## src/rtl/mem_arbiter.sv

```systemverilog
// Two-requester arbiter sharing one backend memory port between instruction fetch and data memory.
// One transaction outstanding at a time; ties alternate based on the previous grant.
module mem_arbiter #(
    parameter int unsigned ADDR_W      = 32,
    parameter int unsigned WORD_W      = 32,
    parameter int unsigned MEM_COUNT_W = 2,
    parameter int unsigned MEM_CODE_W  = 2
) (
    input  logic                   clk,
    input  logic                   aresetn,
    input  logic                   i_if_req,
    input  logic [ADDR_W-1:0]      i_if_addr,
    output logic [WORD_W-1:0]      o_if_rd_data,
    output logic [MEM_CODE_W-1:0]  o_if_code,
    output logic                   o_if_valid,
    input  logic                   i_dm_req,
    input  logic [ADDR_W-1:0]      i_dm_addr,
    input  logic [WORD_W-1:0]      i_dm_wr_data,
    input  logic                   i_dm_wr_en,
    input  logic [MEM_COUNT_W-1:0] i_dm_count,
    output logic [WORD_W-1:0]      o_dm_rd_data,
    output logic [MEM_CODE_W-1:0]  o_dm_code,
    output logic                   o_dm_valid,
    output logic                   o_bus_req,
    output logic [ADDR_W-1:0]      o_bus_addr,
    output logic [WORD_W-1:0]      o_bus_wr_data,
    output logic                   o_bus_wr_en,
    output logic [MEM_COUNT_W-1:0] o_bus_count,
    input  logic                   i_bus_ready,
    input  logic                   i_bus_rvalid,
    input  logic [WORD_W-1:0]      i_bus_rd_data,
    input  logic [MEM_CODE_W-1:0]  i_bus_code
);

    typedef enum logic [1:0] {StIdle, StIssue, StWait} state_e;

    localparam logic GntIf = 1'b0;
    localparam logic GntDm = 1'b1;

    state_e                 state_q, state_d;
    logic                   last_grant_q, last_grant_d;
    logic                   grant_q, grant_d;
    logic                   bus_req_q, bus_req_d;
    logic [ADDR_W-1:0]      bus_addr_q, bus_addr_d;
    logic [WORD_W-1:0]      bus_wr_data_q, bus_wr_data_d;
    logic                   bus_wr_en_q, bus_wr_en_d;
    logic [MEM_COUNT_W-1:0] bus_count_q, bus_count_d;
    logic [WORD_W-1:0]      if_rd_data_q, if_rd_data_d;
    logic [MEM_CODE_W-1:0]  if_code_q, if_code_d;
    logic                   if_valid_q, if_valid_d;
    logic [WORD_W-1:0]      dm_rd_data_q, dm_rd_data_d;
    logic [MEM_CODE_W-1:0]  dm_code_q, dm_code_d;
    logic                   dm_valid_q, dm_valid_d;
    logic                   any_req;
    logic                   pick_dm;

    assign any_req = i_if_req | i_dm_req;
    // On a tie the requester that did not win last time goes next.
    assign pick_dm = i_dm_req & (~i_if_req | (last_grant_q == GntIf));

    always_ff @(posedge clk or negedge aresetn) begin
        if (!aresetn) begin
            state_q <= StIdle;
        end else begin
            state_q <= state_d;
        end
    end

    always_comb begin
        state_d = state_q;
        unique case (state_q)
            StIdle:  if (any_req)      state_d = StIssue;
            StIssue: if (i_bus_ready)  state_d = StWait;
            StWait:  if (i_bus_rvalid) state_d = StIdle;
            default:                   state_d = StIdle;
        endcase
    end

    always_comb begin
        last_grant_d  = last_grant_q;
        grant_d       = grant_q;
        bus_req_d     = bus_req_q;
        bus_addr_d    = bus_addr_q;
        bus_wr_data_d = bus_wr_data_q;
        bus_wr_en_d   = bus_wr_en_q;
        bus_count_d   = bus_count_q;
        if_rd_data_d  = if_rd_data_q;
        if_code_d     = if_code_q;
        if_valid_d    = 1'b0;
        dm_rd_data_d  = dm_rd_data_q;
        dm_code_d     = dm_code_q;
        dm_valid_d    = 1'b0;
        unique case (state_q)
            StIdle: begin
                if (any_req) begin
                    bus_req_d    = 1'b1;
                    grant_d      = pick_dm ? GntDm : GntIf;
                    last_grant_d = pick_dm ? GntDm : GntIf;
                    if (pick_dm) begin
                        bus_addr_d    = i_dm_addr;
                        bus_wr_data_d = i_dm_wr_data;
                        bus_wr_en_d   = i_dm_wr_en;
                        bus_count_d   = i_dm_count;
                    end else begin
                        bus_addr_d    = i_if_addr;
                        bus_wr_data_d = '0;
                        bus_wr_en_d   = 1'b0;
                        bus_count_d   = {MEM_COUNT_W{1'b1}};
                    end
                end
            end
            StIssue: begin
                if (i_bus_ready) bus_req_d = 1'b0;
            end
            StWait: begin
                if (i_bus_rvalid) begin
                    if (grant_q == GntDm) begin
                        dm_rd_data_d = i_bus_rd_data;
                        dm_code_d    = i_bus_code;
                        dm_valid_d   = 1'b1;
                    end else begin
                        if_rd_data_d = i_bus_rd_data;
                        if_code_d    = i_bus_code;
                        if_valid_d   = 1'b1;
                    end
                end
            end
            default: bus_req_d = 1'b0;
        endcase
    end

    always_ff @(posedge clk or negedge aresetn) begin
        if (!aresetn) begin
            last_grant_q  <= GntIf;
            grant_q       <= GntIf;
            bus_req_q     <= 1'b0;
            bus_addr_q    <= '0;
            bus_wr_data_q <= '0;
            bus_wr_en_q   <= 1'b0;
            bus_count_q   <= '0;
            if_rd_data_q  <= '0;
            if_code_q     <= '0;
            if_valid_q    <= 1'b0;
            dm_rd_data_q  <= '0;
            dm_code_q     <= '0;
            dm_valid_q    <= 1'b0;
        end else begin
            last_grant_q  <= last_grant_d;
            grant_q       <= grant_d;
            bus_req_q     <= bus_req_d;
            bus_addr_q    <= bus_addr_d;
            bus_wr_data_q <= bus_wr_data_d;
            bus_wr_en_q   <= bus_wr_en_d;
            bus_count_q   <= bus_count_d;
            if_rd_data_q  <= if_rd_data_d;
            if_code_q     <= if_code_d;
            if_valid_q    <= if_valid_d;
            dm_rd_data_q  <= dm_rd_data_d;
            dm_code_q     <= dm_code_d;
            dm_valid_q    <= dm_valid_d;
        end
    end

    assign o_bus_req     = bus_req_q;
    assign o_bus_addr    = bus_addr_q;
    assign o_bus_wr_data = bus_wr_data_q;
    assign o_bus_wr_en   = bus_wr_en_q;
    assign o_bus_count   = bus_count_q;
    assign o_if_rd_data  = if_rd_data_q;
    assign o_if_code     = if_code_q;
    assign o_if_valid    = if_valid_q;
    assign o_dm_rd_data  = dm_rd_data_q;
    assign o_dm_code     = dm_code_q;
    assign o_dm_valid    = dm_valid_q;

endmodule

```

## config.mk

```make
export PLATFORM = sky130hd
export DESIGN_NAME = mem_arbiter
export DESIGN_NICKNAME = d
export VERILOG_FILES = /design/src/rtl/mem_arbiter.sv
export SDC_FILE = /design/constraint.sdc
export NUM_CORES = 1
export LEC_CHECK = 0
export BUFFER_PORTS_ARGS = -buffer_cell sky130_fd_sc_hd__buf_4
export CAP_MARGIN = 40
export CORE_ASPECT_RATIO = 0.7
export CORE_MARGIN = 2
export CORE_UTILIZATION = 30
export DETAILED_ROUTE_END_ITERATION = 7
export SETUP_SLACK_MARGIN = 0.2
export SLEW_MARGIN = 20
export SYNTH_ARGS = -nofsm -noshare
export SYNTH_HDL_FRONTEND = slang
export SYNTH_SLANG_ARGS = --single-unit
```

## constraint.sdc

```tcl
create_clock -name clk -period 2.19 [get_ports clk]
set_input_delay 0.1095 -clock clk [delete_from_list [all_inputs] [get_ports clk]]
set_output_delay 0.1095 -clock clk [all_outputs]
set_load 0.02 [all_outputs]
```

==> metrics.txt <==
commonest cells after routing, fill and taps aside buf_4 (284), dfrtp_1 (141), dlygate4sd3_1 (137); Syn. warnings 0; fin. max-slew vios 0; syn_nets between 500 and 600; I/O pin cnt 277; Initial Utilization just over 30%; kind of critical path flop to flop; Die Span Y about 120 um; gr ovfl total 0; core box area approximately 18000 um2; kind of end point of the critical path flop; first-pass iteration count of the detailed router 4; # rows 41; CTS H-Tree Depth 4; Root Driver clkbuf_16; antenna violations before repair 0; Unique masters post-synth 26; Post-CTS Setup Inserts 0; RSZ-0062 raised after global routing false; Post-CTS Resized 0; CTS Sinks 141; routed vias 5121; fin crit share 84.9%; DRC viols 0; drt initial violations 249; VDD IR max slightly below 0.8 mV; worst slew pin tran roughly 650 ps; TNS Setup 0 ps; area leader, netlist dfrtp_1; CTS Buffer Depth 2; clock latency on the worst-skew pair between 400 and 500 ps; FF+latch count, synth about 140; first-pass GRT wire length roughly 29 mm; ranking of synthesized cells by area dfrtp_1 (63%), mux2_2 (13%), a22o_1 (5.2%); final net count approximately 1000; worst setup slack after placement between 200 and 300 ps; Die ar. 19700 um2; pwr dens around 1400 nW/um2; status completed; most common cell after layout, fill and taps aside buf_4; ANT cells 0; P&R area growth vs syn 76.1%; Hold WC Path Type primary input to flop; Seq/Total Area, Yosys 63.3%; WL final 18.3 mm; max-capacitance violation count 0; # setup viols final 0; cell area after synthesis roughly 5600 um2; cells after synthesis approximately 430; Final min period approximately 1900 ps; Via density ~4.7; Final Hold Viols 0; worst-path maximum fanout 17; average size of a mapped cell between 10 and 15 um2; fmax around 540 MHz; largest net degree at the start of global routing 58; crit path launch type flop; layout cells sized above 1 between 40% and 50%; Pleak about 4.7 nW; Critical Path AT 2150 ps; CTS tree built; GP Congestion around 0.78; ANT nets after route 0; Max-slew headroom 56.6%; Die Wd between 150 and 200 um; Max Clock Skew between 8 and 9 ps; Final WS setup roughly 330 ps; Port Buf Inserts between 200 and 300; DP Wirelength 11.6 mm; Synth top area share between 60% and 70%; DR WL/cell between 15 and 20 um; vias in the first global route between 5000 and 6000; Clk pin slew, worst setup/hold paths approximately 60 ps; Total GRT Usage 18.7%; critical path required time ~2500 ps; Num CTS Buffers 17
-- cells in the mapped netlist, drive strengths merged --
master  instances
nand4b          1
clkbuf         12
a22o           33
nand2          70
nor3            2
nor2            2
buf            21
mux2           68
o22a            2
and2            1
o21ai           1
or2             1
a21oi          33
o31ai           1
inv             2
dfrtp         141
nand3           1
a21boi          1
a31oi          32
a21bo           1
a21o            1
-- logic make-up after synthesis --
family / after synthesis / synth area share (%)
flip-flops: 141 / 63.3
AND/OR/NAND/NOR: 78 / 6.36
buffers and inverters: 35 / 3.77
AO/OA/AOI/OAI: 105 / 12.8
multiplexers: 68 / 13.7
-- worst paths after layout --
kind / cells past startpoint / slack [ps] / from / endpoint
min reg2reg: 1 / 490 / o_dm_rd_data[29] / o_dm_rd_data[29]
min in group asynchronous: 2 / 230 / aresetn / o_if_rd_data[23]
max in group asynchronous: 3 / 1330 / aresetn / o_if_rd_data[19]
min: 4 / 210 / i_dm_req / o_bus_req
max: 2 / 330 / state_q[0] / o_dm_rd_data[18]
max reg2reg: 2 / 330 / state_q[0] / o_dm_rd_data[18]
-- final cells by class --
cell class              count  area (um2)
inverters                   2        7.51
well taps                 236         295
fillers                  1491        8300
flip-flops and latches    141        3530
clock buffers              17         425
clock inverters            15         133
multi-input cells         252        1850
repair buffers            425        3570
-- routing by layer --
layer,vias up,wire length [um],GRT usage (%)
met5,-,0,0
met4,0,342,6.57
met3,26,1660,6.69
met2,253,8510,30.4
met1,2481,7820,23.1
li1,2361,-,-
-- through the flow --
step,hold WS (ps),util (%),cells,area [um2],total power [W]
floorplan,-186,-,427,5570,0.00778
CTS,177,54.1,1087,9800,0.0134
finish,214,54.2,1088,9810,0.0134
detailed placement,115,43.4,918,7870,0.0105
global placement,105,43.4,918,7870,0.0103
global route,250,54.2,1088,9810,0.0142
-- sequential cells by signal, summed over array words and instances (netlist names) --
name / flops
o_dm_rd_data: 32
o_bus_wr_data: 32
o_bus_wr_en: 1
o_bus_req: 1
o_if_rd_data: 32
state_q: 2
o_dm_code: 2
grant_q: 1
o_bus_count: 2
o_if_code: 2
o_if_valid: 1
o_dm_valid: 1
o_bus_addr: 32
-- repair_timing --
item,in CTS,in global routing
endpoints found under the setup margin,0,3
hold buffers,137,0
endpoints found under the hold margin,192,0
-- worst max-delay path, stage by stage, from the launching register on --
cell	delay (ps)
dfrtp_1	550
nand4b_2	710
mux2_2	490
-- report_power, final --
part / internal, W / leakage, nW / total (W) / switching (W)
Clock: 0.00149 / 0.268 / 0.00270 / 0.00121
Sequential: 0.00381 / 1.72 / 0.00462 / 0.000815
Combinational: 0.00284 / 2.75 / 0.00607 / 0.00323
Total: 0.00814 / 4.73 / 0.0134 / 0.00526
Note: power is estimated with default switching activity, not from simulation.
